## src/rtl/dice_pool_roller.sv

```systemverilog
// Purpose : rolls a pool of 1..MAX_DICE dice with 2..2^SIDES_W-1 sides each. Draws come from a
//           seedable 16-bit Galois LFSR, and rejection sampling keeps every face equally likely.
// Latency : trigger-to-done is n+1 cycles, plus one cycle per rejected draw; outputs are registered.
// Backpressure: none. A rising edge on roll is honoured only in IDLE; edges during DRAW/DONE are dropped.
// Ports   : clk/rst (sync, active-high); seed_load/seed reload the LFSR; roll/num_dice/num_sides start a roll;
//           busy (DRAW), die_valid/die_value (per accepted die), sum (running total), done, error (bad config).
module dice_pool_roller #(
    parameter int unsigned  MAX_DICE = 8,
    parameter int unsigned  SIDES_W  = 8,
    parameter logic [15:0]  SEED     = 16'hACE1,
    localparam int unsigned CNT_W    = $clog2(MAX_DICE + 1),
    localparam int unsigned SUM_W    = SIDES_W + CNT_W
) (
    input  logic               clk,
    input  logic               rst,
    input  logic               seed_load,
    input  logic [15:0]        seed,
    input  logic               roll,
    input  logic [CNT_W-1:0]   num_dice,
    input  logic [SIDES_W-1:0] num_sides,
    output logic               busy,
    output logic               die_valid,
    output logic [SIDES_W-1:0] die_value,
    output logic [SUM_W-1:0]   sum,
    output logic               done,
    output logic               error
);

    typedef enum logic [1:0] {ST_IDLE, ST_DRAW, ST_DONE} state_t;

    localparam logic [CNT_W-1:0] MAX_N = CNT_W'(MAX_DICE);

    state_t             state_q, state_d;
    logic [15:0]        lfsr_q, lfsr_d, lfsr_adv;
    logic               roll_prev_q, roll_prev_d;
    logic [CNT_W-1:0]   n_q, n_d, cnt_q, cnt_d;
    logic [SIDES_W-1:0] s_q, s_d, mask_q, mask_d;
    logic [SIDES_W-1:0] die_value_q, die_value_d;
    logic [SUM_W-1:0]   sum_q, sum_d;
    logic               busy_q, busy_d;
    logic               die_valid_q, die_valid_d;
    logic               done_q, done_d;
    logic               error_q, error_d;

    logic               trig;
    logic               cfg_ok;
    logic               accept;
    logic [SIDES_W-1:0] cand;
    logic [SIDES_W-1:0] mask_calc;

    // Galois right-shift, taps for x^16+x^14+x^13+x^11+1
    assign lfsr_adv = lfsr_q[0] ? ((lfsr_q >> 1) ^ 16'hB400) : (lfsr_q >> 1);

    assign trig   = roll && !roll_prev_q;
    assign cfg_ok = (num_dice != '0) && (num_dice <= MAX_N) && (num_sides >= SIDES_W'(2));

    // Smear the top set bit of s-1 downward to get the smallest all-ones mask covering s-1
    always_comb begin
        mask_calc = num_sides - SIDES_W'(1);
        for (int i = 1; i < SIDES_W; i++) begin
            mask_calc = mask_calc | (mask_calc >> i);
        end
    end

    assign cand   = lfsr_q[SIDES_W-1:0] & mask_q;
    assign accept = (state_q == ST_DRAW) && (cand < s_q);

    always_comb begin
        state_d     = state_q;
        lfsr_d      = lfsr_adv;
        roll_prev_d = roll;
        n_d         = n_q;
        s_d         = s_q;
        mask_d      = mask_q;
        cnt_d       = cnt_q;
        sum_d       = sum_q;
        die_value_d = die_value_q;
        die_valid_d = 1'b0;
        error_d     = 1'b0;

        // A reload replaces this cycle's advance; zero would lock the LFSR up
        if (seed_load) begin
            lfsr_d = (seed == 16'h0000) ? 16'h0001 : seed;
        end

        case (state_q)
            ST_IDLE: begin
                if (trig) begin
                    if (cfg_ok) begin
                        n_d     = num_dice;
                        s_d     = num_sides;
                        mask_d  = mask_calc;
                        cnt_d   = '0;
                        sum_d   = '0;
                        state_d = ST_DRAW;
                    end else begin
                        error_d = 1'b1;
                    end
                end
            end
            ST_DRAW: begin
                if (accept) begin
                    die_value_d = cand + SIDES_W'(1);
                    die_valid_d = 1'b1;
                    sum_d       = sum_q + SUM_W'(cand) + SUM_W'(1);
                    cnt_d       = cnt_q + CNT_W'(1);
                    if (cnt_q == n_q - CNT_W'(1)) begin
                        state_d = ST_DONE;
                    end
                end
            end
            ST_DONE: begin
                state_d = ST_IDLE;
            end
            default: begin
                state_d = ST_IDLE;
            end
        endcase

        busy_d = (state_d == ST_DRAW);
        done_d = (state_q == ST_DONE);
    end

    always_ff @(posedge clk) begin
        if (rst) begin
            state_q     <= ST_IDLE;
            lfsr_q      <= SEED;
            roll_prev_q <= 1'b0;
            n_q         <= '0;
            s_q         <= '0;
            mask_q      <= '0;
            cnt_q       <= '0;
            sum_q       <= '0;
            die_value_q <= '0;
            busy_q      <= 1'b0;
            die_valid_q <= 1'b0;
            done_q      <= 1'b0;
            error_q     <= 1'b0;
        end else begin
            state_q     <= state_d;
            lfsr_q      <= lfsr_d;
            roll_prev_q <= roll_prev_d;
            n_q         <= n_d;
            s_q         <= s_d;
            mask_q      <= mask_d;
            cnt_q       <= cnt_d;
            sum_q       <= sum_d;
            die_value_q <= die_value_d;
            busy_q      <= busy_d;
            die_valid_q <= die_valid_d;
            done_q      <= done_d;
            error_q     <= error_d;
        end
    end

    assign busy      = busy_q;
    assign die_valid = die_valid_q;
    assign die_value = die_value_q;
    assign sum       = sum_q;
    assign done      = done_q;
    assign error     = error_q;

endmodule
```

## config.mk

```make
export PLATFORM = sky130hd
export DESIGN_NAME = dice_pool_roller
export DESIGN_NICKNAME = d
export VERILOG_FILES = /design/src/rtl/dice_pool_roller.sv
export SDC_FILE = /design/constraint.sdc
export NUM_CORES = 1
export LEC_CHECK = 0
export CORE_MARGIN = 2
export CORE_UTILIZATION = 45
export CTS_CLUSTER_SIZE = 12
export DETAILED_ROUTE_END_ITERATION = 8
export PLACE_DENSITY = 0.69
export SYNTH_ARGS = -nofsm -noshare
export SYNTH_HDL_FRONTEND = slang
export SYNTH_SLANG_ARGS = --single-unit
```

## constraint.sdc

```tcl
create_clock -name clk -period 4.3 [get_ports clk]
set_clock_uncertainty 0.1 [all_clocks]
set_input_delay 0.86 -clock clk [delete_from_list [all_inputs] [get_ports clk]]
set_output_delay 0.86 -clock clk [all_outputs]
set_load 0.01 [all_outputs]
```

== After elaboration in Yosys (flattened, before gate mapping) ==
Index checks and enable logic that the tools add are counted.

* Equal/unequal tests: 7
* Add/subtract/negate cells: 6
* Reduce and logical (&&, ||, !) cells: 14
* Magnitude comparators: 3
* Mux-type cells: 18
* Bitwise operators: 12

{| class="wikitable"
|+ Operators with widths
! cell !! count
|-
| 16-bit two-way mux || 3
|-
| 12-bit two-way mux || 3
|-
| 12-bit one-hot mux with 2 select lines || 1
|-
| 16-bit logical NOT || 1
|-
| 12-bit by 1-bit adder with 12-bit output, second input constant || 1
|-
| 12-bit by 8-bit adder with 12-bit output || 1
|-
| 4-bit two-way mux || 3
|-
| 8-bit by 1-bit adder with 8-bit output, second input constant || 1
|-
| 8-bit bitwise AND || 1
|-
| 8-bit by 2-bit greater-or-equal comparator with 1-bit output, second input constant || 1
|-
| 8-bit < comparator || 1
|-
| 2-bit two-way mux || 4
|-
| 8-bit by 1-bit OR with 8-bit output || 1
|-
| 8-bit by 2-bit OR with 8-bit output || 1
|-
| 8-bit by 3-bit OR with 8-bit output || 1
|-
| 8-bit by 4-bit OR with 8-bit output || 1
|-
| 8-bit by 5-bit OR with 8-bit output || 1
|-
| 8-bit by 6-bit OR with 8-bit output || 1
|-
| 8-bit by 7-bit OR with 8-bit output || 1
|-
| 4-bit one-hot mux with 2 select lines || 1
|-
| 8-bit by 1-bit subtractor with 8-bit output, second input constant || 1
|-
| 2-bit != test, second input constant || 3
|-
| 4-bit by 1-bit adder with 4-bit output, second input constant || 1
|-
| 2-bit by 1-bit equality test with 1-bit output, second input constant || 2
|-
| 18 further kinds || 24
|}

* Word-level logic and storage cells: 73
* Input bits: 32
* Register bits after elaboration: 67

== Logic depth before layout (Yosys ltp) ==
* Depth after elaboration: 8
* Gate-level depth with buffers: 11

== Worst setup path after synthesis ==
Ideal clock, no wire load.

* Path kind: input -> register
* Start: input num_sides[0]
* End: register n_q[0]
* Required time: 4.130 ns
* Buffers on the path: 2
* Stages on the path: 9
* Setup time: 0.070 ns
* Data arrival time: 2.147 ns
* Setup slack: 1.982 ns
* Cell sequence: inv_1 > ha_1 > nor3_1 > a31oi_1 > nand2b_1 > buf_2 > clkbuf_1 > nand2_1 > a21oi_1

* Cells in the longest elaborated chain, start to end: 3

{| class="wikitable"
|+ Ends and longest elaborated chain
! what !! line !! text
|-
| start, declared || 20 || <nowiki>input logic [SIDES_W-1:0] num_sides,</nowiki>
|-
| 8-bit by 2-bit greater-or-equal comparator with 1-bit output || 55 || <nowiki>assign cfg_ok = (num_dice != '0) && (num_dice <= MAX_N) && (num_sides >= SIDES_W'(2));</nowiki>
|-
| 1-bit logical AND || 55 ||
|-
| 3-bit AND reduction (no line) || n/a ||
|-
| end signal, assigned || 143 || <nowiki>n_q <= n_d;</nowiki>
|-
| end, declared || 36 || <nowiki>logic [CNT_W-1:0] n_q, n_d, cnt_q, cnt_d;</nowiki>
|}

No other way between the ends.
A chain may end at the register's enable or synchronous reset.

== Worst setup path in the final report ==
* Start: register lfsr_q[6]
* End: register sum_q[7] (netlist: sum[7])

* Cells in the longest elaborated chain, start to end: 5
* Elaborated cells between the ends (all ways): 9
* Classes of those cells: add/sub (2); order compare (1); eq/ne (1); mux (2); bitwise (1); reduce/logical (2)

{| class="wikitable"
|+ Ends and longest elaborated chain
! what !! line !! text
|-
| start, declared || 34 || <nowiki>logic [15:0] lfsr_q, lfsr_d, lfsr_adv;</nowiki>
|-
| start signal, assigned || 141 || <nowiki>lfsr_q <= lfsr_d;</nowiki>
|-
| 8-bit bitwise AND (*) || 65 || <nowiki>assign cand = lfsr_q[SIDES_W-1:0] & mask_q;</nowiki>
|-
| 12-bit by 8-bit adder with 12-bit output / 8-bit < comparator (equally long branches) || 105, 66 ||
|-
| 12-bit by 1-bit adder with 12-bit output / 1-bit logical AND (equally long branches) || 105, 66 ||
|-
| 12-bit two-way mux / 2-bit != test (equally long branches) || n/a ||
|-
| 12-bit one-hot mux with 2 select lines / 4-bit AND reduction (equally long branches) || n/a ||
|-
| end signal, assigned || 147 || <nowiki>sum_q <= sum_d;</nowiki>
|-
| end, declared || 39 || <nowiki>logic [SUM_W-1:0] sum_q, sum_d;</nowiki>
|}

Every way passes the cells marked *; elsewhere a longest branch is shown, timed or not. The select of a mux whose other input is x is not followed.

==> results_dict.tcl <==
set metrics [dict create \
    outcome "finished, final reports clean" \
    muxShareOfSynthArea_pct 2.32 \
    synth_top_family_by_area "simple AND/OR/NAND/NOR gates" \
    grt_pass1_wl_um 12500 \
    cp-start-kind "flop" \
    synth_edf_count 0 \
    io_pins 56 \
    routed_wl_um 7480 \
    reg2reg_depth 8 \
    gp_congestion 0.843 \
    cts.sinks 67 \
    wl_per_cell_um 13.5 \
    async_flop_share_pct 0 \
    ir_drop_mv 0.184 \
    p_leak_nw 1.63 \
    cap_violations 0 \
    synth_compound_area_share_pct 16.3 \
    synthSimpleGateAreaFrac_pct 22.8 \
    ys_ff_latch 67 \
    dieArea_um2 8390 \
    grt_pass1_vias 2624 \
    h-tree-depth 3 \
    synth.avg_cell_area_um2 8.59 \
    worstSetupPathType "reg -> reg" \
    slew_headroom_pct 28.5 \
    routed_via_density 5.19 \
    post_cts_resize_count 0 \
    ff2ff_setup_slack_ns 1.40 \
    clock.fmax_mhz 345 \
    critPathLaunch "lfsr_q[6]$_SDFF_PP1_" \
    tightest_slew_ns 1.07 \
    critPathCaptureType "flop" \
    nets 502 \
    clk_pin_slew_worst_paths_ns 0.07 \
    core_area_um2 7330 \
    clk_latency_ns 0.34 \
    antenna_found_initial 0 \
    report.final.hold_viol_count 0 \
    drt-pass1-iter-count 5 \
    fin_crit_ns 2.90 \
    fin_setup_tns_ns 0 \
    crit_path_max_fanout 23 \
    final_util_pct 57.7 \
    timing.critical_path.arrival_ns 3.07 \
    rr_startpoint "lfsr_q[6]$_SDFF_PP1_" \
    rsz0062_at_grt "no" \
    hold_buffers 0 \
    dp_hpwl_um 5420 \
    ys_seq_area_share_pct 38.9 \
    r2r_end "sum[7]$_SDFFE_PP0P_" \
    p_per_area_nw_per_um2 345 \
    synthAdderAreaFrac_pct 7.83 \
    synthDistinctLibCells 58 \
    drv_slew 0 \
    fp.dieW_um 91.6 \
    cts_setup_buffers 0 \
    syn-num-nets 455 \
    syn_to_final_growth_pct 22.6 \
    hold_class "reg -> reg" \
    crit_end "sum[7]$_SDFFE_PP0P_" \
    cts_tree "done" \
    syn_inst 402 \
    die_y_um 91.6 \
    clk_path_buf_depth 2 \
    drcViolationCount 0 \
    fp-row-count 31 \
    synthXorXnorAreaFrac_pct 7.10 \
    diodes 0 \
    start_util_pct 47.1 \
    yosys_warnings 0 \
    cts_made_buffers 9 \
    synthFlopType "dfxtp_1" \
    finalSetupViolCount 0 \
    antenna_left 0 \
    port_buffers 55 \
    dr.first_iter.drc_count 117 \
    num_vias 2867 \
    grt_max_degree 63 \
    layout-drive-gt1-share_pct 6.18 \
    cts_root_buffer "clkbuf_8" \
    synth_area_um2 3450 \
    grt_use_total_pct 18.6 \
    crit_required_ns 4.47 \
    grt-ovfl-total 0 \
    finalCritPeriodShare_pct 67.5 \
]
-- final cells by class --
type	count	area (um^2)
Tap cell	99	124
Sequential cell	67	1340
Clock buffer	10	128
Fill cell	668	3100
Multi-Input combinational cell	298	1940
Timing Repair Buffer	56	553
Inverter	17	63.8
Clock inverter	5	78.8
-- cells by family (layout without fill, tap and decap cells) --
group                      after synthesis  in the layout
DFF                                     67             67
and+or+nand+nor                        159            159
AOI/OAI and AO/OA                       82             82
muxes                                    8              8
buffers and inverters                   37             88
xor gates and xnor gates                28             28
adders and majority gates               21             21
-- cell usage in the layout, fill, tap and decap left out, types with 15 or more instances in the layout --
master / instances
nand2_1: 42
inv_1: 17
a211oi_1: 16
ha_1: 20
nor3_1: 18
dfxtp_1: 67
a21oi_1: 24
xnor2_1: 15
clkdlybuf4s50_1: 54
nor2_1: 52
-- worst min-delay path by stage --
stage / from / end / slack, ns / cells after the start
after floorplan: state_q[0]$_SDFF_PP0_ / done$_SDFF_PP0_ / 0.33 / 1
after detailed placement: mask_q[6]$_SDFFE_PP0P_ / mask_q[6]$_SDFFE_PP0P_ / 0.34 / 2
after global placement: lfsr_q[15]$_SDFF_PP1_ / lfsr_q[14]$_SDFF_PP0_ / 0.34 / 2
final: mask_q[6]$_SDFFE_PP0P_ / mask_q[6]$_SDFFE_PP0P_ / 0.35 / 2
after global routing: mask_q[6]$_SDFFE_PP0P_ / mask_q[6]$_SDFFE_PP0P_ / 0.37 / 2
after CTS: mask_q[6]$_SDFFE_PP0P_ / mask_q[6]$_SDFFE_PP0P_ / 0.35 / 2
-- state kept, by name, summed over array words and instances, names as in the netlist --
name and flops:
s_q 8, die_value 8, sum 12, die_valid 1
roll_prev_q 1, busy 1, error 1, done 1
state_q 2, n_q 4, mask_q 8, lfsr_q 16
cnt_q 4
-- worst max-delay path: stages (launching register included) --
cell	delay (ns)
dfxtp_1	0.33
and2_1	0.32
ha_1	0.30
and4_1	0.21
o21a_1	0.14
or3_1	0.37
nor2_2	0.69
a32oi_1	0.23
nor2_1	0.13
-- through the flow --
stage          cells  hold slack (ns)  cell area (um^2)  worst slack [ns]  total power [mW]
2_1_floorplan    402            0.328              3450              1.98             0.835
3_3_place_gp     537            0.342              4030              1.10             0.914
3_5_place_dp     537            0.343              4030              1.04             0.918
4_1_cts          552            0.353              4230              1.38              1.47
5_1_grt          552            0.374              4230              1.15              1.53
6_report         552            0.352              4230              1.40              1.46
-- layer usage --
layer | vias to the layer above | global-route usage, % | part of all wire (%)
li1 | 1499 | - | -
met1 | 1311 | 27.0 | 50
met2 | 49 | 27.4 | 45
met3 | 8 | 2.99 | 2.9
met4 | 0 | 7.58 | 1.1
met5 | - | 0 | 0
-- synth_stat cells (4+ instances only) --
cell | n | area [um^2]
a211o_1 | 6 | 52.6
a211oi_1 | 16 | 120
a21oi_1 | 24 | 120
a22oi_1 | 7 | 52.6
a31oi_1 | 4 | 25.0
and2_1 | 4 | 25.0
buf_2 | 4 | 20.0
clkbuf_1 | 11 | 41.3
dfxtp_1 | 67 | 1340
ha_1 | 20 | 250
inv_1 | 17 | 63.8
mux2i_1 | 8 | 80.1
nand2_1 | 42 | 158
nand2b_1 | 4 | 25.0
nand3_1 | 5 | 25.0
nand4_1 | 4 | 25.0
nor2_1 | 52 | 195
nor2b_1 | 6 | 37.5
nor3_1 | 18 | 90.1
nor4_1 | 5 | 31.3
o21ai_0 | 7 | 35.0
xnor2_1 | 15 | 131
xor2_1 | 13 | 114
-- power by group --
part	total [mW]	internal [mW]	switching, mW
combinational	0.230	0.105	0.124
sequential	0.675	0.654	0.0202
clock	0.558	0.322	0.236
total	1.46	1.08	0.380
Note: power is estimated with default switching activity, not from simulation.
==> RTL change 1: new RTL, same flow settings <==
Take the reset off `n_q`, `s_q`, `sum_q` and `die_value_q` and load them in a clocked block of their own.
--- a/src/rtl/dice_pool_roller.sv
+++ b/src/rtl/dice_pool_roller.sv
@@ -126,12 +126,8 @@
             state_q     <= ST_IDLE;
             lfsr_q      <= SEED;
             roll_prev_q <= 1'b0;
-            n_q         <= '0;
-            s_q         <= '0;
             mask_q      <= '0;
             cnt_q       <= '0;
-            sum_q       <= '0;
-            die_value_q <= '0;
             busy_q      <= 1'b0;
             die_valid_q <= 1'b0;
             done_q      <= 1'b0;
@@ -140,17 +136,20 @@
             state_q     <= state_d;
             lfsr_q      <= lfsr_d;
             roll_prev_q <= roll_prev_d;
-            n_q         <= n_d;
-            s_q         <= s_d;
             mask_q      <= mask_d;
             cnt_q       <= cnt_d;
-            sum_q       <= sum_d;
-            die_value_q <= die_value_d;
             busy_q      <= busy_d;
             die_valid_q <= die_valid_d;
             done_q      <= done_d;
             error_q     <= error_d;
         end
+    end
+
+    always_ff @(posedge clk) begin
+        n_q         <= n_d;
+        s_q         <= s_d;
+        sum_q       <= sum_d;
+        die_value_q <= die_value_d;
     end
 
     assign busy      = busy_q;
Behaviour: differs if rst is asserted again (counterexample within 4 cycles, from zero or initial values and one cycle with rst high); with rst held inactive, the same outputs for 4 cycles.
==> RTL change 1 against the original RTL <==
- non-clock buffer count unchanged
- highest routed layer unchanged
- sequential share of layout area increased by 5.8 points
- design area increased by 4.8%
- worst setup slack got worse by 0.36 ns
- sequential cell count unchanged
- area after synthesis increased by 3.5%
- total power increased by 12%
- via count decreased by 4.6%
- routed wire length increased by 1.9%
==> RTL change 1: results (changes against the original RTL) <==
INFO  worst_setup_path crit_path_top_delay_cell=sky130_fd_sc_hd__clkdlybuf4s50_1
INFO  worst_setup_path crit_path_leading_delay_family=buffers and inverters
INFO  final_layout   nets=451 [-10%]
INFO  grt            grt.met2_usage=29.6% [+2.3 points]
INFO  grt            grtUsageTotal=18.4% [-0.19 points]
INFO  grt            globalRouteMet1Util=24.9% [-2.2 points]
INFO  place          dp_hpwl=5660µm [+4.4%]
INFO  grt            grt_max_degree=41 [-35%]
INFO  yosys          syn-num-nets=395 [-13%]
INFO  place          dp.cells=489 [-8.9%]
INFO  status         outcome=finished, final reports clean
INFO  detailed_routing viasPerCell=5.41 [+4.2%]
INFO  worst_setup_path crit-reg2reg-launch=lfsr_q[3]$_SDFF_PP0_
INFO  yosys          synthTopCellsByCount=sky130_fd_sc_hd__dfxtp_1 (35), sky130_fd_sc_hd__edfxtp_1 (32), sky130_fd_sc_hd__nor2_1 (28)
INFO  place          gpl.final_weighted_congestion=0.856 [+1.6%]
INFO  yosys          post_synth_main_area_contributors=sky130_fd_sc_hd__edfxtp_1 (27%), sky130_fd_sc_hd__dfxtp_1 (20%), sky130_fd_sc_hd__ha_1 (7.0%), sky130_fd_sc_hd__mux2i_1 (4.2%), sky130_fd_sc_hd__xnor2_1 (3.4%)
INFO  sta            setup_ws=1.04ns [-0.362 ns]
INFO  place          dp_worst_setup_slack=0.653ns [-0.391 ns]
INFO  detailed_routing postRouteWirelength=7620µm [+1.9%]
INFO  grt            grt_pass1_wl=12400µm [-0.83%]
INFO  final_layout   postLayoutCellArea=4440µm² [+4.8%]
INFO  detailed_routing met1Wirelength=3610µm [-4.4%]
INFO  power          leakage_power=1.72nW [+5.4%]
INFO  final_layout   fillers=669 [+0.15%]
INFO  detailed_routing drtPass1Iterations=4 [-1]
-- RTL change 1: layout make-up --
type | count | area share (%)
Tap cell | 102 | 2.88
Clock inverter | 3 | 0.508
Timing Repair Buffer | 56 | 12.6
Clock buffer | 13 | 4.79
Multi-Input combinational cell | 243 | 40.0
Inverter | 21 | 1.83
Sequential cell | 67 | 37.5
-- RTL change 1: kinds of logic (layout without fill, tap and decap cells) --
| kind of cell | Yosys count | in the layout | synth area share [%] |
|---|---|---|---|
| DFF | 67 | 67 | 46.5 |
| buffers and inverters | 32 | 93 | 3.89 |
| AOI/OAI and AO/OA | 63 | 63 | 13.6 |
| xor gates and xnor gates | 19 | 19 | 4.66 |
| adders and majority gates | 21 | 21 | 7.56 |
| and+or+nand+nor | 124 | 124 | 19.3 |
| muxes | 16 | 16 | 4.52 |
-- RTL change 1: power by group --
part | internal [W] | switching [W]
Combinational | 0.000144 | 0.000152
Sequential | 0.000728 | 0.0000325
Clock | 0.000332 | 0.000246
==> RTL change 2: new RTL, same flow settings <==
Without the edit above. `MAX_DICE`: 8 -> 32.
--- a/src/rtl/dice_pool_roller.sv
+++ b/src/rtl/dice_pool_roller.sv
@@ -5,7 +5,7 @@
 // Ports   : clk/rst (sync, active-high); seed_load/seed reload the LFSR; roll/num_dice/num_sides start a roll;
 //           busy (DRAW), die_valid/die_value (per accepted die), sum (running total), done, error (bad config).
 module dice_pool_roller #(
-    parameter int unsigned  MAX_DICE = 8,
+    parameter int unsigned  MAX_DICE = 32,
     parameter int unsigned  SIDES_W  = 8,
     parameter logic [15:0]  SEED     = 16'hACE1,
     localparam int unsigned CNT_W    = $clog2(MAX_DICE + 1),
Ports: changed (resized num_dice and sum); port bits go from 56 to 60. The function was not compared with the original's and may differ.
==> RTL change 2 against the original RTL <==
- cell count up 12%
- clock power is 28% higher
- area after synthesis up 11%
- routed wire length grew 20%
- worst setup slack lost 0.16 ns
- synthesized cell count increased by 13%
- non-clock buffer count up 8
- design area rose by 12%
- total power up 15%
- sequential cell count increased by 6
- global-route usage up 1.8 points
- utilization up 0.20 points
- largest cell class unchanged
==> RTL change 2: results (changes against the original RTL) <==
INFO  status         outcome=finished, final reports clean
INFO  worst_setup_path critical-path-max-stage-delay=0.56ns [-0.13 ns]
INFO  place          dp_hpwl=6440µm [+19%]
INFO  place          port-buffer-count=59 [+7.3%]
INFO  worst_setup_path crit_path_top_delay_cell=sky130_fd_sc_hd__o311ai_1
INFO  sta            slew_headroom=37.2% [+8.7 points]
INFO  power          power.ir.vdd_worst=0.125mV [-32%]
INFO  detailed_routing route.met3.wl=339µm [+55%]
INFO  grt            grtUsageTotal=20.4% [+1.8 points]
INFO  worst_setup_path crit_path_leading_delay_family=compound AO/OA/AOI/OAI gates
INFO  min_path       holdPathEnd=lfsr_q[7]$_SDFF_PP1_
INFO  yosys          post_synth_main_area_contributors=sky130_fd_sc_hd__dfxtp_1 (38%), sky130_fd_sc_hd__ha_1 (6.2%), sky130_fd_sc_hd__nand2_1 (6.1%), sky130_fd_sc_hd__xnor2_1 (5.0%), sky130_fd_sc_hd__a21oi_1 (4.3%)
INFO  detailed_routing met1Wirelength=4420µm [+17%]
INFO  min_path       hold_start=lfsr_q[8]$_SDFF_PP0_
INFO  final_layout   post_route_cells_drive_above_1_share=6.41% [+0.23 points]
INFO  detailed_routing wl_met2=4090µm [+20%]
INFO  yosys          yosys-mux-area-fraction=3.93% [+1.6 points]
INFO  worst_setup_path worstPathMaxFanout=5 [-78%]
INFO  detailed_routing vias=3391 [+18%]
INFO  place          dp_worst_setup_slack=0.983ns [-0.0611 ns]
INFO  detailed_routing dr.first_iter.drc_count=123 [+5.1%]
INFO  sta            worst_hold_check_slack=0.350ns [-0.00173 ns]
INFO  worst_setup_path crit-reg2reg-launch=lfsr_q[0]$_SDFF_PP1_
INFO  yosys          ys_seq_area_share=38.2% [-0.62 points]
INFO  worst_setup_path crit_arrival=3.24ns [+0.17 ns]
INFO  final_layout   nets=564 [+12%]
INFO  grt            grt_max_degree=52 [-17%]
INFO  worst_setup_path setup.reg_to_reg.worst_slack=1.24ns [-0.16 ns]
INFO  yosys          synth_xor_area_share=6.87% [-0.23 points]
INFO  yosys          synth-adder-area-share=6.74% [-1.1 points]
INFO  power          leakage_power=1.81nW [+11%]
INFO  place          gpl.final_weighted_congestion=0.888 [+5.4%]
INFO  detailed_routing drtPass1Iterations=4 [-1]
INFO  grt            grt_pass1_wl=14600µm [+16%]
INFO  detailed_routing postRouteWirelength=8970µm [+20%]
INFO  yosys          synthTopCellsByCount=sky130_fd_sc_hd__dfxtp_1 (73), sky130_fd_sc_hd__nand2_1 (62), sky130_fd_sc_hd__nor2_1 (44)
-- RTL change 2: cell count changes after synthesis, moves of 7 or more --
cell and change:
sky130_fd_sc_hd__nand2_1 +20, sky130_fd_sc_hd__a21oi_1 +9, sky130_fd_sc_hd__nand3_1 +8, sky130_fd_sc_hd__nor2_1 -8
sky130_fd_sc_hd__or3_1 +8, sky130_fd_sc_hd__mux2i_1 +7, sky130_fd_sc_hd__nor3_1 -7, sky130_fd_sc_hd__xnor2_1 +7
-- RTL change 2: worst max-delay path by stage --
stage                     cells past startpoint  slack, ns                     end            startpoint
after detailed placement                      7       0.98  mask_q[1]$_SDFFE_PP0P_           num_dice[0]
after global placement                        7       1.05  mask_q[1]$_SDFFE_PP0P_           num_dice[0]
after floorplan                               7       1.58     sum[6]$_SDFFE_PP0P_           num_dice[0]
final                                        11       1.24    sum[10]$_SDFFE_PP0P_  lfsr_q[0]$_SDFF_PP1_
after global routing                         11       0.99    sum[10]$_SDFFE_PP0P_  lfsr_q[0]$_SDFF_PP1_
after CTS                                    11       1.23    sum[10]$_SDFFE_PP0P_  lfsr_q[0]$_SDFF_PP1_
-- RTL change 2: cells by family after synthesis --
logic type,count (synthesis)
adders and majority gates,20
DFF,73
AOI/OAI and AO/OA,94
and+or+nand+nor,185
muxes,15
xor gates and xnor gates,30
buffers and inverters,37
-- RTL change 2: cell type report --
cell class | count | share of cell area [%]
Clock inverter | 7 | 3.00
Tap cell | 105 | 2.76
Inverter | 18 | 1.42
Multi-Input combinational cell | 344 | 46.4
Sequential cell | 73 | 30.7
Timing Repair Buffer | 64 | 13.1
Clock buffer | 9 | 2.60
-- RTL change 2: per-layer routing --
| metal | up-vias | GRT usage, % |
|---|---|---|
| met5 | - | 0 |
| met2 | 58 | 32.5 |
| li1 | 1724 | - |
| met3 | 11 | 3.76 |
| met1 | 1598 | 27.9 |
| met4 | 0 | 6.67 |
-- RTL change 2: report_power, final --
group	internal [W]	total, W	switching (W)
combinational	0.000112	0.000241	0.000129
sequential	0.000709	0.000731	0.0000216
clock	0.000445	0.000714	0.000269
total	0.00127	0.00169	0.000419
-- RTL change 2: worst min-delay path, stage by stage (launching register included) --
cell and delay, ns:
sky130_fd_sc_hd__dfxtp_1 0.31, sky130_fd_sc_hd__mux2i_1 0.06, sky130_fd_sc_hd__nand2_1 0.06
-- RTL change 2: through the flow --
stage / area, µm² / cells
final: 4760 / 620
after floorplan: 3820 / 454
after global placement: 4490 / 604
after CTS: 4760 / 620
after global routing: 4760 / 620
after detailed placement: 4490 / 604
